<file path="config.mk">
export PLATFORM = sky130hd
export DESIGN_NAME = uart_tx_queue
export DESIGN_NICKNAME = d
export VERILOG_FILES = /design/src/rtl/soc_pkg.sv /design/src/rtl/sync_fifo.sv /design/src/rtl/uart_tx_queue.sv
export SDC_FILE = /design/constraint.sdc
export NUM_CORES = 1
export LEC_CHECK = 0
export BUFFER_PORTS_ARGS = -buffer_cell sky130_fd_sc_hd__buf_2
export CORE_UTILIZATION = 50
export DETAILED_ROUTE_END_ITERATION = 10
export HOLD_SLACK_MARGIN = 0.05
export PLACE_DENSITY = 0.73
export SLEW_MARGIN = 30
export SYNTH_ARGS = -nofsm -noshare
export SYNTH_HDL_FRONTEND = slang
export SYNTH_SLANG_ARGS = --single-unit
</file>
<file path="constraint.sdc">
create_clock -name clk -period 2.7 [get_ports clk]
set_input_delay 0.27 -clock clk [delete_from_list [all_inputs] [get_ports clk]]
set_output_delay 0.27 -clock clk [all_outputs]
set_load 0.005 [all_outputs]
</file>
<file path="src/rtl/soc_pkg.sv">
// Shared SoC constants: TX queue drain-engine state encoding and handshake guard length.
package soc_pkg;

    localparam int unsigned BYTE_W = 8;

    localparam logic [1:0] TXQ_IDLE      = 2'd0;
    localparam logic [1:0] TXQ_SEND      = 2'd1;
    localparam logic [1:0] TXQ_WAIT_BUSY = 2'd2;
    localparam logic [1:0] TXQ_WAIT_IDLE = 2'd3;

    typedef enum logic [1:0] {
        ST_IDLE      = TXQ_IDLE,
        ST_SEND      = TXQ_SEND,
        ST_WAIT_BUSY = TXQ_WAIT_BUSY,
        ST_WAIT_IDLE = TXQ_WAIT_IDLE
    } txq_state_e;

    // Cycles to wait for the UART to drop ready before assuming it already went busy.
    localparam int unsigned TXQ_GUARD_LEN = 2;
    localparam int unsigned TXQ_GUARD_W   = 2;

endpackage

</file>
<file path="src/rtl/sync_fifo.sv">
// Single-clock FIFO with wrapping pointers, registered fill level and one-cycle flush.
module sync_fifo #(
    parameter int unsigned WIDTH = 8,
    parameter int unsigned DEPTH = 16,
    parameter int unsigned LVL_W = $clog2(DEPTH) + 1
) (
    input  logic             clk,
    input  logic             reset,
    input  logic             flush,
    input  logic             wr_en,
    input  logic [WIDTH-1:0] wr_data,
    input  logic             rd_en,
    output logic [WIDTH-1:0] rd_data_c,
    output logic [LVL_W-1:0] level,
    output logic             full_c,
    output logic             empty_c
);

    localparam int unsigned PTR_W = $clog2(DEPTH);

    logic [WIDTH-1:0] mem [DEPTH];
    logic [PTR_W-1:0] wr_ptr;
    logic [PTR_W-1:0] rd_ptr;
    logic             push;
    logic             pop;

    assign full_c    = (level == LVL_W'(DEPTH));
    assign empty_c   = (level == '0);
    assign pop       = rd_en && !empty_c && !flush;
    // A pop in the same cycle frees a slot, so a write is still taken when full.
    assign push      = wr_en && (!full_c || pop) && !flush;
    assign rd_data_c = mem[rd_ptr];

    always_ff @(posedge clk) begin
        if (reset) begin
            wr_ptr <= '0;
            rd_ptr <= '0;
            level  <= '0;
        end else if (flush) begin
            wr_ptr <= '0;
            rd_ptr <= '0;
            level  <= '0;
        end else begin
            if (push) wr_ptr <= wr_ptr + PTR_W'(1);
            if (pop)  rd_ptr <= rd_ptr + PTR_W'(1);
            case ({push, pop})
                2'b10:   level <= level + LVL_W'(1);
                2'b01:   level <= level - LVL_W'(1);
                default: level <= level;
            endcase
        end
    end

    // Storage is deliberately left out of reset.
    always_ff @(posedge clk) begin
        if (push) mem[wr_ptr] <= wr_data;
    end

endmodule

</file>
<file path="src/rtl/uart_tx_queue.sv">
// Byte queue in front of the UART transmitter: buffers bus writes and drains them one
// sendReq handshake at a time.
module uart_tx_queue
    import soc_pkg::*;
#(
    parameter int unsigned DEPTH = 16,
    parameter int unsigned LVL_W = $clog2(DEPTH) + 1
) (
    input  logic             clk,
    input  logic             reset,
    input  logic             wr_valid,
    input  logic [7:0]       wr_data,
    output logic             wr_ready,
    input  logic             flush,
    output logic [LVL_W-1:0] level,
    output logic             empty,
    output logic [7:0]       tx_data,
    output logic             tx_send,
    input  logic             tx_ready
);

    txq_state_e             state_q;
    txq_state_e             state_d;
    logic [TXQ_GUARD_W-1:0] guard_q;
    logic [TXQ_GUARD_W-1:0] guard_d;
    logic [BYTE_W-1:0]      data_q;
    logic [BYTE_W-1:0]      data_d;
    logic                   send_q;
    logic                   send_d;
    logic                   pop_c;
    logic [BYTE_W-1:0]      head_c;
    logic                   fifo_full_c;
    logic                   fifo_empty_c;

    sync_fifo #(
        .WIDTH (BYTE_W),
        .DEPTH (DEPTH),
        .LVL_W (LVL_W)
    ) u_fifo (
        .clk       (clk),
        .reset     (reset),
        .flush     (flush),
        .wr_en     (wr_valid),
        .wr_data   (wr_data),
        .rd_en     (pop_c),
        .rd_data_c (head_c),
        .level     (level),
        .full_c    (fifo_full_c),
        .empty_c   (fifo_empty_c)
    );

    // Drain engine next-state: pop, pulse sendReq, see the UART go busy, wait for it idle.
    always_comb begin
        state_d = state_q;
        guard_d = guard_q;
        data_d  = data_q;
        send_d  = 1'b0;
        pop_c   = 1'b0;
        case (state_q)
            ST_IDLE: begin
                if (!fifo_empty_c && tx_ready && !flush) begin
                    pop_c   = 1'b1;
                    data_d  = head_c;
                    send_d  = 1'b1;
                    state_d = ST_SEND;
                end
            end
            ST_SEND: begin
                guard_d = '0;
                state_d = ST_WAIT_BUSY;
            end
            ST_WAIT_BUSY: begin
                if (!tx_ready || (guard_q == TXQ_GUARD_W'(TXQ_GUARD_LEN - 1))) begin
                    guard_d = '0;
                    state_d = ST_WAIT_IDLE;
                end else begin
                    guard_d = guard_q + TXQ_GUARD_W'(1);
                end
            end
            ST_WAIT_IDLE: begin
                if (tx_ready) state_d = ST_IDLE;
            end
            default: state_d = ST_IDLE;
        endcase
    end

    always_ff @(posedge clk) begin
        if (reset) begin
            state_q <= ST_IDLE;
            guard_q <= '0;
            data_q  <= '0;
            send_q  <= 1'b0;
        end else begin
            state_q <= state_d;
            guard_q <= guard_d;
            data_q  <= data_d;
            send_q  <= send_d;
        end
    end

    // Reset masks a pending pulse in its own cycle so an interrupted handshake never fires.
    assign tx_send  = send_q && !reset;
    assign tx_data  = data_q;
    assign wr_ready = !fifo_full_c;
    assign empty    = (level == '0) && (state_q == ST_IDLE);

endmodule
</file>
==> qor.yml <==
via_count: 3714
startpoint_type: "register"
dpl.hpwl_microns: 8600
rsz0062_at_grt: "no"
grt_overflow: 0
cts_sinks: 154
power.total_mw: 5.33
switchingPower_mw: 1.03
num_rows: 40
ant_nets: 0
cp_data_required_time_ps: 3050
floorplan.initialDensity_pct: 52.2
ys_types: 40
fin_area_sq_mm: 0.00747
holdPathStages: 2
grt_antenna_before_repair: 0
via_per_inst: 5.55
place_congestion: 0.803
timing.final.ws_setup_ps: 200
pin_count: 29
critPathKind: "register to register"
hold_class: "input port to register"
grt_max_degree: 39
clock_path_buffers: 2
fin_skew_ps: 7.15
drive_gt1_share_pct: 20.6
endpoint_kind: "register"
p_clk_share_pct: 46.7
fillers: 942
p_leak_nw: 2.44
die_y_microns: 115
slew_headroom_pct: 56.4
cts_tree: "built"
hold_viol: 0
holdPathEnd: "state_q[1]"
run_status: "complete, no violations"
hold_start: "reset"
cellPowerDensity_mw_per_mm2: 714
maxSlewViolCount: 0
clk_latency_ps: 420
port_buffers: 28
core-area_sq_mm: 0.0122
final_cell_mix: "edfxtp_1, mux2i_1, nor2_1"
syn-num-nets: 464
r2r_end: "u_fifo.level[4]"
synth_area_per_cell_sq_um: 14.6
seqPwrFrac_pct: 48.9
wl_microns: 13000
rr_worst_depth: 12
intPower_mw: 4.30
dpl_cell_area_sq_mm: 0.00679
yosys_warnings: 0
area_delta_synth_final_pct: 17.3
multi_input_area_sq_mm: 0.00187
finalSetupViolCount: 0
clock-root-buffer: "clkbuf_16"
worst_pin_slew_ps: 653
synthArstFlopShare_pct: 0
peakVddDrop_mv: 0.360
cts_made_buffers: 17
grt_pass1_vias: 3707
drv_cap: 0
arrival_ps: 2850
grt.total_usage_pct: 21.3
path_clk_slew_ps: 60
ys_ff_latch: 154
synth_seq_area_share_pct: 68.5
synth_flop_cell: "edfxtp_1"
nets: 516
synth-edff-count: 128
dp.cells: 634
setup-tns-final_ps: 0
swShare_pct: 19.3
first_pass_iters: 5
timing.hold.ws_ps: 191
final_common_cell: "edfxtp_1"
grt_first_pass_wirelength_microns: 20100
drc: 0
antennaDiodeCount: 0
cts_htree_levels: 4
timing.fmax_ghz: 0.400
dp_slack_ps: -106
fin_crit_sh_pct: 92.6
rr_startpoint: "state_q[1]"
drt-wirelength-per-cell_microns: 19.5
synthCells: 436
cp_max_fo: 5
finalCriticalPeriod_ps: 2500
finalNonFillerCells: 669
r2r_slack_ps: 200
pwr-share-comb_pct: 4.5
die_w_microns: 115
drt_iter0_drc: 372
dieArea_sq_mm: 0.0132
finish.utilization_pct: 61.2
ff_latch_area_sq_mm: 0.00437
syn_area_sq_mm: 0.00637
-- registers in the layout, summed over array words and instances, names as in the netlist --
signal and flops:
u_fifo.level 5, send_q 1, state_q 2, guard_q 2, u_fifo.wr_ptr 4, u_fifo.rd_ptr 4
tx_data 8, u_fifo.mem 128
-- power by group through the flow --
stage	clock, mW	combinational (mW)	sequential (mW)
2_1_floorplan	0	0.126	2.65
3_3_place_gp	0	0.203	2.65
3_5_place_dp	0	0.214	2.65
4_1_cts	2.53	0.217	2.60
5_1_grt	2.62	0.261	2.61
6_report	2.49	0.238	2.61
-- critical path, stage by stage (launching register included) --
cell      delay [ps]
dfxtp_2          340
inv_2             80
ha_4             150
nand2_2           80
a211oi_2         250
ha_2             290
inv_2             70
fa_2             340
nor2b_2          160
o21ai_2           80
nor4b_2          160
or3_1            300
a21oi_1          120
-- worst max-delay path by stage --
stage                                 end  cells after the start  slack (ps)  startpoint
after detailed placement  u_fifo.level[4]                     12        -110  state_q[0]
after global routing      u_fifo.level[4]                     12          20  state_q[1]
after global placement    u_fifo.level[4]                     12         120  state_q[0]
final                     u_fifo.level[4]                     12         200  state_q[1]
after CTS                 u_fifo.level[4]                     13           4  state_q[1]
after floorplan           u_fifo.level[4]                     13           4  state_q[0]
-- routing by layer --
metal  share of wire [%]  wire [microns]  GRT usage, %  vias up
met5                   0               0             0        -
met4                 3.2             417          11.1        0
met3                 6.2             813          6.06       23
met2                  47            6120          32.4      114
met1                  44            5680          28.1     1815
li1                    -               -             -     1762
-- cell type report --
class / instances / share of cell area [%]
clock inverter: 7 / 1.86
clock buffer: 25 / 6.50
inverter: 14 / 0.703
sequential: 154 / 58.5
timing repair buffer: 55 / 4.59
tap: 168 / 2.81
multi-input combinational: 246 / 25.0
-- Yosys cell counts (4+ instances only) --
master | count | area share [%]
a311oi_1 | 6 | 0.82
o22ai_1 | 26 | 2.6
mux2i_1 | 68 | 11
o21ai_0 | 8 | 0.63
nand2_1 | 11 | 0.65
buf_2 | 5 | 0.39
nand3b_1 | 4 | 0.47
o221ai_1 | 6 | 0.82
nor2b_1 | 4 | 0.39
edfxtp_1 | 128 | 60
nand2b_1 | 6 | 0.59
nor2_1 | 47 | 2.8
xor2_1 | 5 | 0.69
buf_4 | 4 | 0.47
ha_1 | 14 | 2.7
a21oi_1 | 6 | 0.47
dfxtp_1 | 26 | 8.2
inv_1 | 14 | 0.82
clkbuf_1 | 10 | 0.59
nor3_1 | 7 | 0.55
a211oi_1 | 4 | 0.47
-- logic make-up after synthesis --
family / after synthesis / synth area share [%]
AO/OA/AOI/OAI: 61 / 6.74
XOR/XNOR: 8 / 1.10
adder cells (fa/ha/maj): 15 / 3.06
buffers and inverters: 36 / 2.69
flip-flops: 154 / 68.5
multiplexers: 68 / 10.7
AND/OR/NAND/NOR: 94 / 7.25
-- what timing repair did --
item	CTS	global route
cloned	0	0
setup endpoints to repair	1	1
pin swaps	2	4
gates resized for setup	3	13
setup buffers	1	2
hold buffers	0	0
Power figures use the tool's default switching activity.
